<file path="src/rtl/imem_program_loader.sv">
// rtl/imem_program_loader.sv - boot-time byte-stream loader for the instruction memory
//
// Takes a length-prefixed program image over a valid/ready byte link. It assembles
// little-endian 32-bit words and issues one write per word to the instruction memory.
// The core is held in reset until the whole image has been written.
//
// Optional feature: define IMEM_LOADER_CHECKSUM_EN to require a trailing XOR checksum
// byte after the payload.
//
// Ports:
//   clk, reset                  clock; asynchronous active-low reset
//   in_valid, in_data, in_ready host byte stream (transfer on in_valid & in_ready)
//   restart                     pulse: drop the current image, wait for a new header
//   mem_we, mem_addr, mem_wdata instruction memory write port (one pulse per word)
//   core_hold                   keeps the core's PC and fetch in reset while high
//   load_done, load_error       final status of the image
//   words_loaded                mem_we pulses since the last reset or restart
`timescale 1ns/1ps

module imem_program_loader #(
    parameter int DEPTH  = 64,
    parameter int ADDR_W = 6
) (
    input  logic              clk,
    input  logic              reset,
    input  logic              in_valid,
    input  logic [7:0]        in_data,
    output logic              in_ready,
    input  logic              restart,
    output logic              mem_we,
    output logic [ADDR_W-1:0] mem_addr,
    output logic [31:0]       mem_wdata,
    output logic              core_hold,
    output logic              load_done,
    output logic              load_error,
    output logic [15:0]       words_loaded
);

    localparam logic [15:0] DEPTH_W = 16'(DEPTH);

    typedef enum logic [2:0] {
        S_LEN_LO,
        S_LEN_HI,
        S_DATA,
        S_FINISH,
        S_DONE,
        S_ERROR
`ifdef IMEM_LOADER_CHECKSUM_EN
        , S_CSUM
`endif
    } state_t;

    state_t      state;
    state_t      state_nxt;

    logic [7:0]  len_lo;
    logic [15:0] len;
    logic [15:0] word_idx;   // wider than ADDR_W so N == DEPTH never wraps the compare
    logic [1:0]  byte_cnt;
    logic [23:0] asm_q;      // bytes 0..2 of the word in flight; byte 3 comes straight from in_data
`ifdef IMEM_LOADER_CHECKSUM_EN
    logic [7:0]  csum;
`endif

    logic        accept;
    logic [15:0] len_full;
    logic        last_word;

    assign len_full  = {in_data, len_lo};
    assign last_word = (word_idx + 16'd1) == len;
    assign accept    = in_valid && in_ready;

    always_comb begin
        in_ready = 1'b0;
        if (reset && !restart) begin
            case (state)
                S_LEN_LO, S_LEN_HI, S_DATA: in_ready = 1'b1;
`ifdef IMEM_LOADER_CHECKSUM_EN
                S_CSUM:                     in_ready = 1'b1;
`endif
                default:                    in_ready = 1'b0;
            endcase
        end
    end

    // Status comes straight from the state: only a completed image releases the core.
    assign core_hold  = (state != S_DONE);
    assign load_done  = (state == S_DONE);
    assign load_error = (state == S_ERROR);

    always_ff @(posedge clk or negedge reset) begin
        if (!reset) begin
            state <= S_LEN_LO;
        end else begin
            state <= state_nxt;
        end
    end

    always_comb begin
        state_nxt = state;
        if (restart) begin
            state_nxt = S_LEN_LO;
        end else begin
            case (state)
                S_LEN_LO: if (accept) state_nxt = S_LEN_HI;
                S_LEN_HI: begin
                    if (accept) begin
                        if (len_full == 16'd0) begin
`ifdef IMEM_LOADER_CHECKSUM_EN
                            state_nxt = S_CSUM;
`else
                            state_nxt = S_DONE;
`endif
                        end else if (len_full > DEPTH_W) begin
                            state_nxt = S_ERROR;
                        end else begin
                            state_nxt = S_DATA;
                        end
                    end
                end
                S_DATA: begin
                    if (accept && byte_cnt == 2'd3 && last_word) begin
`ifdef IMEM_LOADER_CHECKSUM_EN
                        state_nxt = S_CSUM;
`else
                        state_nxt = S_FINISH;
`endif
                    end
                end
                // The last word's write pulse is out during this cycle, so the core is
                // released only after it has landed.
                S_FINISH: state_nxt = S_DONE;
`ifdef IMEM_LOADER_CHECKSUM_EN
                S_CSUM: begin
                    if (accept) state_nxt = (in_data == csum) ? S_DONE : S_ERROR;
                end
`endif
                default: state_nxt = state;
            endcase
        end
    end

    always_ff @(posedge clk or negedge reset) begin
        if (!reset) begin
            mem_we       <= 1'b0;
            mem_addr     <= '0;
            mem_wdata    <= 32'd0;
            words_loaded <= 16'd0;
            len_lo       <= 8'd0;
            len          <= 16'd0;
            word_idx     <= 16'd0;
            byte_cnt     <= 2'd0;
            asm_q        <= 24'd0;
`ifdef IMEM_LOADER_CHECKSUM_EN
            csum         <= 8'd0;
`endif
        end else begin
            mem_we <= 1'b0;
            if (restart) begin
                // A partial word is simply dropped: byte_cnt restarts and no pulse is issued.
                words_loaded <= 16'd0;
                word_idx     <= 16'd0;
                byte_cnt     <= 2'd0;
`ifdef IMEM_LOADER_CHECKSUM_EN
                csum         <= 8'd0;
`endif
            end else if (accept) begin
                if (state == S_LEN_LO) begin
                    len_lo <= in_data;
                end
                if (state == S_LEN_HI) begin
                    len      <= len_full;
                    word_idx <= 16'd0;
                    byte_cnt <= 2'd0;
                end
                if (state == S_DATA) begin
                    byte_cnt <= byte_cnt + 2'd1;
                    asm_q    <= {in_data, asm_q[23:8]};
`ifdef IMEM_LOADER_CHECKSUM_EN
                    csum     <= csum ^ in_data;
`endif
                    if (byte_cnt == 2'd3) begin
                        mem_we    <= 1'b1;
                        mem_addr  <= word_idx[ADDR_W-1:0];
                        mem_wdata <= {in_data, asm_q};
                        word_idx  <= word_idx + 16'd1;
                        if (words_loaded != 16'hFFFF) begin
                            words_loaded <= words_loaded + 16'd1;
                        end
                    end
                end
            end
        end
    end

endmodule
</file>
<file path="config.mk">
export PLATFORM = sky130hd
export DESIGN_NAME = imem_program_loader
export DESIGN_NICKNAME = d
export VERILOG_FILES = /design/src/rtl/imem_program_loader.sv
export SDC_FILE = /design/constraint.sdc
export NUM_CORES = 1
export LEC_CHECK = 0
export BUFFER_PORTS_ARGS = -buffer_cell sky130_fd_sc_hd__buf_2
export CAP_MARGIN = 15
export CORE_MARGIN = 2
export CORE_UTILIZATION = 55
export DETAILED_ROUTE_END_ITERATION = 8
export PLACE_DENSITY = 0.76
export SLEW_MARGIN = 20
export SYNTH_ARGS = -nofsm -noshare
export SYNTH_HDL_FRONTEND = slang
export SYNTH_SLANG_ARGS = --single-unit
</file>
<file path="constraint.sdc">
create_clock -name clk -period 5.9 [get_ports clk]
set_input_delay 0.295 -clock clk [delete_from_list [all_inputs] [get_ports clk]]
set_output_delay 0.295 -clock clk [all_outputs]
set_load 0.05 [all_outputs]
</file>
After elaboration in Yosys (flattened, before gate mapping) --
Cells that the tools add are included.
Operators by class: add/sub/neg operators 3, order comparisons 1, equal/unequal tests 12, bitwise gates (word level) 1, muxes and demuxes 27, reduce and logical (&&, ||, !) cells 21
Operators with widths (count):
- 2-to-1 mux 16 bit | 10
- adder 16 x 1 -> 16 bit (second input constant) | 2
- 2-to-1 mux 3 bit | 6
- == test 16 bit | 1
- greater-than comparator 16 x 7 -> 1 bit (second input constant) | 1
- logical NOT 16 bit | 1
- != test 16 bit (second input constant) | 1
- != test 3 bit (second input constant) | 4
- case mux 3 bit (4 select lines) | 1
- AND reduction 4 bit | 3
- AND reduction 3 bit | 3
- 2-to-1 mux 2 bit | 4
- nonzero test 2 bit | 4
- == test 3 x 2 -> 1 bit (second input constant) | 2
- == test 3 bit (second input constant) | 2
- 2-to-1 mux 1 bit | 6
- nonzero test 5 bit | 1
- logical AND 1 bit | 4
- == test 3 x 1 -> 1 bit (second input constant) | 1
- logical NOT 3 bit | 1
- nonzero test 3 bit | 1
- OR reduction 3 bit | 1
- adder 2 x 1 -> 2 bit (second input constant) | 1
- == test 2 bit (second input constant) | 1
- other kinds (3) | 3
Word-level totals: input bits 12, logic and storage cells 75, register bits after elaboration 124, output and inout bits 59

Depth between registers and ports, before layout --
Gate-level depths: netlist of run 1.
word-level depth 10, mapped depth 10, gate-level depth less buffers 9

Least setup slack after synthesis of run 1 --
OpenSTA, ideal clock, no wires.
path kind flip-flop to flip-flop, from register word_idx[0], to register state[0], cell stages (with the launch flop) 10, path slack 3.821 ns, clock period less this slack 2.079 ns, data required time 5.823 ns, path buffers 1, data arrival time 2.002 ns, library setup time 0.077 ns, cells stage by stage dfrtp_1 > ha_1 > clkbuf_1 > nand3_1 > nor2_1 > nand4_1 > xnor2_1 > nor4_1 > nand4_1 > a21oi_1
On the way: word-level cells in the longest chain between the ends 5
Ends and longest elaborated chain:
- start, declared | RTL line 58 | logic [15:0] word_idx;
- start signal, assigned | RTL line 186 | word_idx <= word_idx + 16'd1;
- adder 16 x 1 -> 16 bit | RTL line 70 | assign last_word = (word_idx + 16'd1) == len;
- == test 16 bit | RTL line 70
- logical AND 1 bit | RTL line 122 | if (accept && byte_cnt == 2'd3 && last_word) begin
- != test 3 bit (no line)
- AND reduction 4 bit (no line)
- end signal, assigned | RTL line 95 | state <= state_nxt;
- end, declared | RTL line 53 | state_t state;
No other way between the ends. A chain may end at the register's enable or synchronous reset.

Worst setup path in the final report of run 1 --
from input port reset, to register words_loaded[15]
On the way: word-level cells in the longest chain between the ends 5
Ends and longest elaborated chain:
- start, declared | RTL line 25 | input logic reset,
- logical AND 1 bit | RTL line 75 | if (reset && !restart) begin
- 2-to-1 mux 1 bit | RTL line 75
- logical AND 1 bit | RTL line 71 | assign accept = in_valid && in_ready;
- nonzero test 2 bit (no line)
- AND reduction 4 bit (no line)
- end signal, assigned | RTL line 188 | words_loaded <= words_loaded + 16'd1;
- end, declared | RTL line 36 | output logic [15:0] words_loaded
No other way between the ends.

==> results of run 1 <==
==> report_power, final <==
group	internal [W]	switching, W	leakage [nW]	total, W
Combinational	0.0000643	0.0000669	1.47	0.000131
Clock	0.000616	0.000352	0.268	0.000968
Sequential	0.000889	0.0000397	1.70	0.000929
Total	0.00157	0.000458	3.44	0.00203
==> registers in the layout, summed over array words and instances (netlist names), 2 cells and up <==
signal,count
asm_q,24
byte_cnt,2
len,16
len_lo,8
mem_addr,6
mem_wdata,32
state,3
word_idx,16
words_loaded,16
==> cells by family after synthesis <==
logic type                 count (synthesis)
xor gates and xnor gates                  37
buffers and inverters                     36
DFF                                      124
muxes                                     51
AOI/OAI and AO/OA                         59
and+or+nand+nor                          248
adders and majority gates                  3
==> metal layers <==
layer	GRT usage, %	up-vias	wire length (µm)
met1	31.7	2122	5490
met3	4.58	19	584
met5	0	-	0
met2	37.9	132	6070
met4	9.30	0	237
li1	-	2021	-
==> cell type report <==
type	count	area, µm²
clock buffer	23	457
inverter	8	31.3
multi-input combinational	398	2420
clock inverter	7	91.3
tap	136	170
timing repair buffer	75	413
fill	808	3490
sequential	124	3100
==> placed cells by master, fill, tap and decap left out, types with 6 or more instances in the layout <==
| cell | synthesis | layout |
|---|---|---|
| a21oi_1 | 10 | 10 |
| and2_1 | 7 | 7 |
| and3_1 | 6 | 6 |
| buf_2 | 4 | 69 |
| clkbuf_16 | 0 | 16 |
| dfrtp_1 | 124 | 124 |
| inv_1 | 7 | 7 |
| mux2_2 | 48 | 48 |
| nand2_1 | 141 | 141 |
| nand3_1 | 13 | 13 |
| nand4_1 | 10 | 10 |
| nor2_1 | 41 | 41 |
| nor3_1 | 7 | 7 |
| o21ai_0 | 26 | 26 |
| o31ai_1 | 8 | 8 |
| xnor2_1 | 21 | 21 |
| xor2_1 | 16 | 16 |
==> worst paths after layout <==
kind | start | to | slack [ns] | cells past startpoint
hold reg to reg | mem_addr[3] | mem_addr[3] | 0.47 | 2
max in group asynchronous | reset | mem_we | 4.48 | 4
setup / recovery | reset | words_loaded[15] | 2.91 | 11
setup reg to reg | state[1] | word_idx[15] | 3.03 | 9
min in group asynchronous | reset | word_idx[15] | 0.35 | 2
hold / removal | in_data[5] | mem_wdata[29] | 0.06 | 3
==> per-stage QoR <==
stage	instances	hold slack, ns	util (%)	worst slack, ns	instance area [µm²]
detailed placement	739	0.332	59.9	2.53	6100
floorplan	558	-0.000591	-	3.82	5670
global route	771	0.0678	65.7	2.66	6690
CTS	770	0.0484	65.4	2.54	6660
global placement	739	0.328	59.9	2.65	6100
finish	771	0.0612	65.7	2.91	6690
==> worst register-to-register path, stage by stage (launching register included) <==
cell and delay (ns):
dfrtp_1 0.49, nor2b_4 0.18, nand4_1 0.10, buf_4 0.35, or2_4 0.60, clkinv_2 0.20, buf_4 0.33, and2_1 0.23
o21ai_0 0.14, o31ai_1 0.10
==> repair_timing <==
action / CTS / global route
resized for setup: 0 / 0
endpoints found under the hold margin: 44 / 0
hold buffers: 1 / 0
==> flow_summary.json, run 1 <==
{
  "status": "completed",
  "die_y_um": 106,
  "clock_skew_ns": 0.00893,
  "fin_crit_ns": 2.99,
  "yosysWarnings": 0,
  "antenna_cells": 0,
  "grt_max_degree": 81,
  "tritoncts": "built",
  "rsz0062_at_grt": "no",
  "synth_compound_area_share_pct": 6.48,
  "yosysMostFrequentCell": "nand2_1",
  "cp_data_arrival_time_ns": 3.38,
  "synth_edf_count": 0,
  "netlist_area_um2": 5670,
  "dp_hpwl_mm": 8.20,
  "synth.distinct_cells": 47,
  "antenna_found_initial": 0,
  "hold_path.class": "in -> reg",
  "cp.required_ns": 6.29,
  "ys_async_sr_fraction_pct": 100,
  "syn_to_final_growth_pct": 17.9,
  "cts-htree-levels": 4,
  "synthAdderAreaFrac_pct": 0.662,
  "synth-simple-area-share_pct": 19.8,
  "drt_iter0_drc": 296,
  "worst_slew_pin_slew_ns": 0.752,
  "clkLatencyLatePin_ns": 0.51,
  "grt_pass1_wl_mm": 20.8,
  "initial_core_util_pct": 55.7,
  "wl_per_cell_um": 16.1,
  "num_vias": 4294,
  "seq_area_frac_synth_pct": 54.7,
  "power_w": 0.00203,
  "muxShareOfSynthArea_pct": 10.1,
  "synthTopCellsByCount": "nand2_1 (141), dfrtp_1 (124), mux2_2 (48), nor2_1 (41), o21ai_0 (26)",
  "timing.setup.tns_ns": 0,
  "postSynthAreaPerCell_um2": 10.2,
  "synth-main-ff-cell": "dfrtp_1",
  "cts_buffers": 17,
  "first_global_vias": 4169,
  "worst-path-buf-inv": 4,
  "path_class": "in -> reg",
  "grt_usage_pct": 23.6,
  "worst_path_most_repeated_cell": "buf_4",
  "crit_fanout": 56,
  "maxSlewHeadroom_pct": 49.7,
  "synth_top_family_by_area": "simple AND/OR/NAND/NOR gates",
  "drt_pre_antenna_iters": 5,
  "die_w_um": 106,
  "clock-sinks": 124,
  "syn_inst": 558,
  "leakage_nw": 3.44,
  "gp_congestion": 0.910,
  "start_kind": "primary input",
  "synthXorXnorAreaFrac_pct": 5.71,
  "critPathMaxStageDelay_ns": 0.55,
  "worst_ir_drop_vdd_mv": 0.199,
  "cts_root_buf": "clkbuf_8",
  "synth_fp_nets": 573,
  "drv_cap": 0,
  "wl_mm": 12.4,
  "ys_ff_latch": 124,
  "drc_errors": 0,
  "cp_cell_sequence": "dlygate4sd3_1 > buf_4 > nand4_1 > buf_4 > or2_4 > clkinv_2 > o31a_4 > nand4_4 > or3_1 > xor2_1 > nor2_1",
  "drv_slew": 0,
  "drive_gt1_share_pct": 24.6,
  "cp-end-kind": "register",
  "clkSlewWorstSetupHoldPaths_ns": 0.06,
  "core_um2": 10200,
  "fmax_mhz": 334,
  "synth_area_leaders": "dfrtp_1 (55%), mux2_2 (9.5%), nand2_1 (9.3%)",
  "netlist.area_leader.share_pct": 54.7,
  "cp_slowest_cell": "dlygate4sd3_1",
  "num_rows": 37,
  "clk_path_buf_depth": 2,
  "fin_nets": 639,
  "hold_violations": 0,
  "fin_crit_sh_pct": 50.7,
  "dieArea_um2": 11100,
  "portBuffers": 70,
  "p_per_area_nw_per_um2": 303,
  "critical_path.top_delay_family": "buffers and inverters",
  "ant_nets": 0,
  "postCtsSetupRepairBufs": 0,
  "io-pin-count": 71,
  "yosys.area.top_type": "dfrtp_1",
  "setup-violations-final": 0,
  "overflow": 0,
  "vias_per_cell": 5.57
}
Power figures use the tool's default switching activity.
==> run 2: changes to the inputs <==
CORE_UTILIZATION = 52   (was 55)
clock period = 2.43 ns   (was 5.9 ns; I/O delays follow)
==> flow_summary.json, run 2 (synthesis results as in run 1) <==
{
  "portBuffers": 70,
  "die_w_um": 108,
  "fin_crit_ns": 2.21,
  "clkPwrFrac_pct": 52.7,
  "initial_core_util_pct": 52.8,
  "seq_power_share_pct": 41.1,
  "rsz0062_at_grt": "no",
  "cp-end-kind": "register",
  "fill_cells": 827,
  "largest_register": "mem_wdata",
  "io-pin-count": 71,
  "grt_max_degree": 75,
  "grt_usage_pct": 24.2,
  "syn_to_final_growth_pct": 24.0,
  "clock_skew_ns": 0.00748,
  "final_common_cell": "nand2_1",
  "clock-sinks": 124,
  "antenna_found_initial": 0,
  "clkSlewWorstSetupHoldPaths_ns": 0.06,
  "overflow": 0,
  "vias_per_cell": 5.55,
  "r2r_start": "word_idx[1]",
  "wl_per_cell_um": 16.3,
  "num_rows": 38,
  "combPwrFrac_pct": 6.2,
  "intPower_w": 0.00433,
  "sw_frac_of_total_pct": 21.1,
  "clk_path_buf_depth": 2,
  "gp_congestion": 0.877,
  "clkLatencyLatePin_ns": 0.52,
  "hold_violations": 0,
  "top_regs": "mem_wdata: 32 flops, asm_q: 24 flops",
  "timing.setup.tns_ns": 0,
  "hold_path.class": "in -> reg",
  "drive_gt1_share_pct": 27.1,
  "fin_crit_sh_pct": 91.0,
  "grt_pass1_wl_mm": 21.9,
  "cp_slowest_cell": "dfrtp_1",
  "leakage_nw": 3.63,
  "maxSlewHeadroom_pct": 38.9,
  "critPathMaxStageDelay_ns": 0.36,
  "worst_slew_pin_slew_ns": 0.917,
  "drt_iter0_drc": 276,
  "worst_ir_drop_vdd_mv": 0.449,
  "start_kind": "register",
  "ant_nets": 0,
  "drc_errors": 0,
  "status": "completed",
  "antenna_cells": 0,
  "num_vias": 4463,
  "drv_slew": 0,
  "first_global_vias": 4488,
  "cp.required_ns": 2.88,
  "worst-path-buf-inv": 0,
  "cts_buffers": 17,
  "cp_cell_sequence": "ha_1 > nand3_1 > nor2_2 > nand4_1 > xnor2_1 > nor4_1 > nand4_1 > a21oi_1",
  "crit_fanout": 7,
  "dp_hpwl_mm": 8.58,
  "wl_mm": 13.1,
  "largest_register_ffs": 32,
  "cp-startpoint": "word_idx[1]",
  "setup-violations-final": 0,
  "p_per_area_nw_per_um2": 779,
  "dieArea_um2": 11800,
  "layout_common_cells": "nand2_1 (141), dfrtp_1 (124), buf_2 (69)",
  "fin_nets": 667,
  "die_y_um": 108,
  "worst_path_most_repeated_cell": "nand4_1",
  "drv_cap": 0,
  "fmax_mhz": 452,
  "path_class": "reg -> reg",
  "cts_root_buf": "clkbuf_8",
  "power_w": 0.00548,
  "core_um2": 10700,
  "drt_pre_antenna_iters": 5,
  "cp_data_arrival_time_ns": 2.66,
  "cts-htree-levels": 4,
  "worstHoldStart": "restart",
  "placedCellCount": 764,
  "tritoncts": "built",
  "p_switching_w": 0.00115,
  "instances_no_fill": 804,
  "critical_path.top_delay_family": "simple AND/OR/NAND/NOR gates"
}
[run 2: cell count changes in the layout (fill, tap and decap cells not counted), moves of 2 or more]
cell,delta
buf_4,+21
dlygate4sd3_1,+8
bufinv_16,+5
clkbuf_1,-2
clkinv_2,-2
[run 2: layout make-up]
cell class,count,area (µm²),share of cell area (%)
clock buffers,20,435,6.19
clock inverters,11,240,3.42
inverters,8,31.3,0.445
multi-input cells,398,2430,34.5
flip-flops and latches,124,3100,44.1
well taps,140,175,2.49
repair buffers,103,623,8.86
[run 2: timing repair]
item,4_1_cts,5_1_grt
hold endpoints to repair,82,0
setup endpoints to repair,0,1
gates resized for setup,0,2
hold buffers,9,0
setup buffers,0,0
[run 2: per-stage QoR]
step / util (%) / setup WS [ns] / hold WS, ns / instance area, µm²
final: 65.5 / 0.218 / 0.0328 / 7030
after global routing: 65.5 / 0.0474 / 0.0489 / 7030
after CTS: 65.4 / 0.0986 / 0.0149 / 7030
after detailed placement: 58.3 / 0.120 / 0.184 / 6260
after global placement: 58.3 / 0.287 / 0.176 / 6260
after floorplan: - / 0.351 / -0.174 / 5670
[run 2: power groups by stage]
| stage | Combinational [W] | Sequential [W] | Clock [W] |
|---|---|---|---|
| 6_report | 0.000341 | 0.00225 | 0.00289 |
| 3_5_place_dp | 0.000328 | 0.00228 | 0 |
| 4_1_cts | 0.000344 | 0.00225 | 0.00292 |
| 3_3_place_gp | 0.000313 | 0.00228 | 0 |
| 5_1_grt | 0.000379 | 0.00226 | 0.00303 |
| 2_1_floorplan | 0.000216 | 0.00225 | 0 |
[run 2: per-layer routing]
| layer | track usage [%] | part of all wire [%] | up-vias |
|---|---|---|---|
| met5 | 0 | 0 | - |
| met4 | 8.79 | 2.2 | 0 |
| met3 | 5.91 | 4.6 | 23 |
| met2 | 39.7 | 50 | 137 |
| met1 | 31.4 | 43 | 2221 |
| li1 | - | - | 2082 |
[run 2: path summary, 6_finish.rpt]
kind	end	slack [ns]	cells after the start
setup / recovery	state[0]	0.22	8
setup reg to reg	state[0]	0.22	8
min in group asynchronous	mem_wdata[1]	0.19	3
hold / removal	state[1]	0.03	5
hold reg to reg	mem_wdata[0]	0.46	2
max in group asynchronous	asm_q[18]	0.96	4
[run 2: worst register-to-register path, stage by stage (launching register included)]
cell	delay, ns
dfrtp_1	0.36
ha_1	0.31
nand3_1	0.16
nor2_2	0.27
nand4_1	0.20
xnor2_1	0.19
nor4_1	0.36
nand4_1	0.14
a21oi_1	0.16
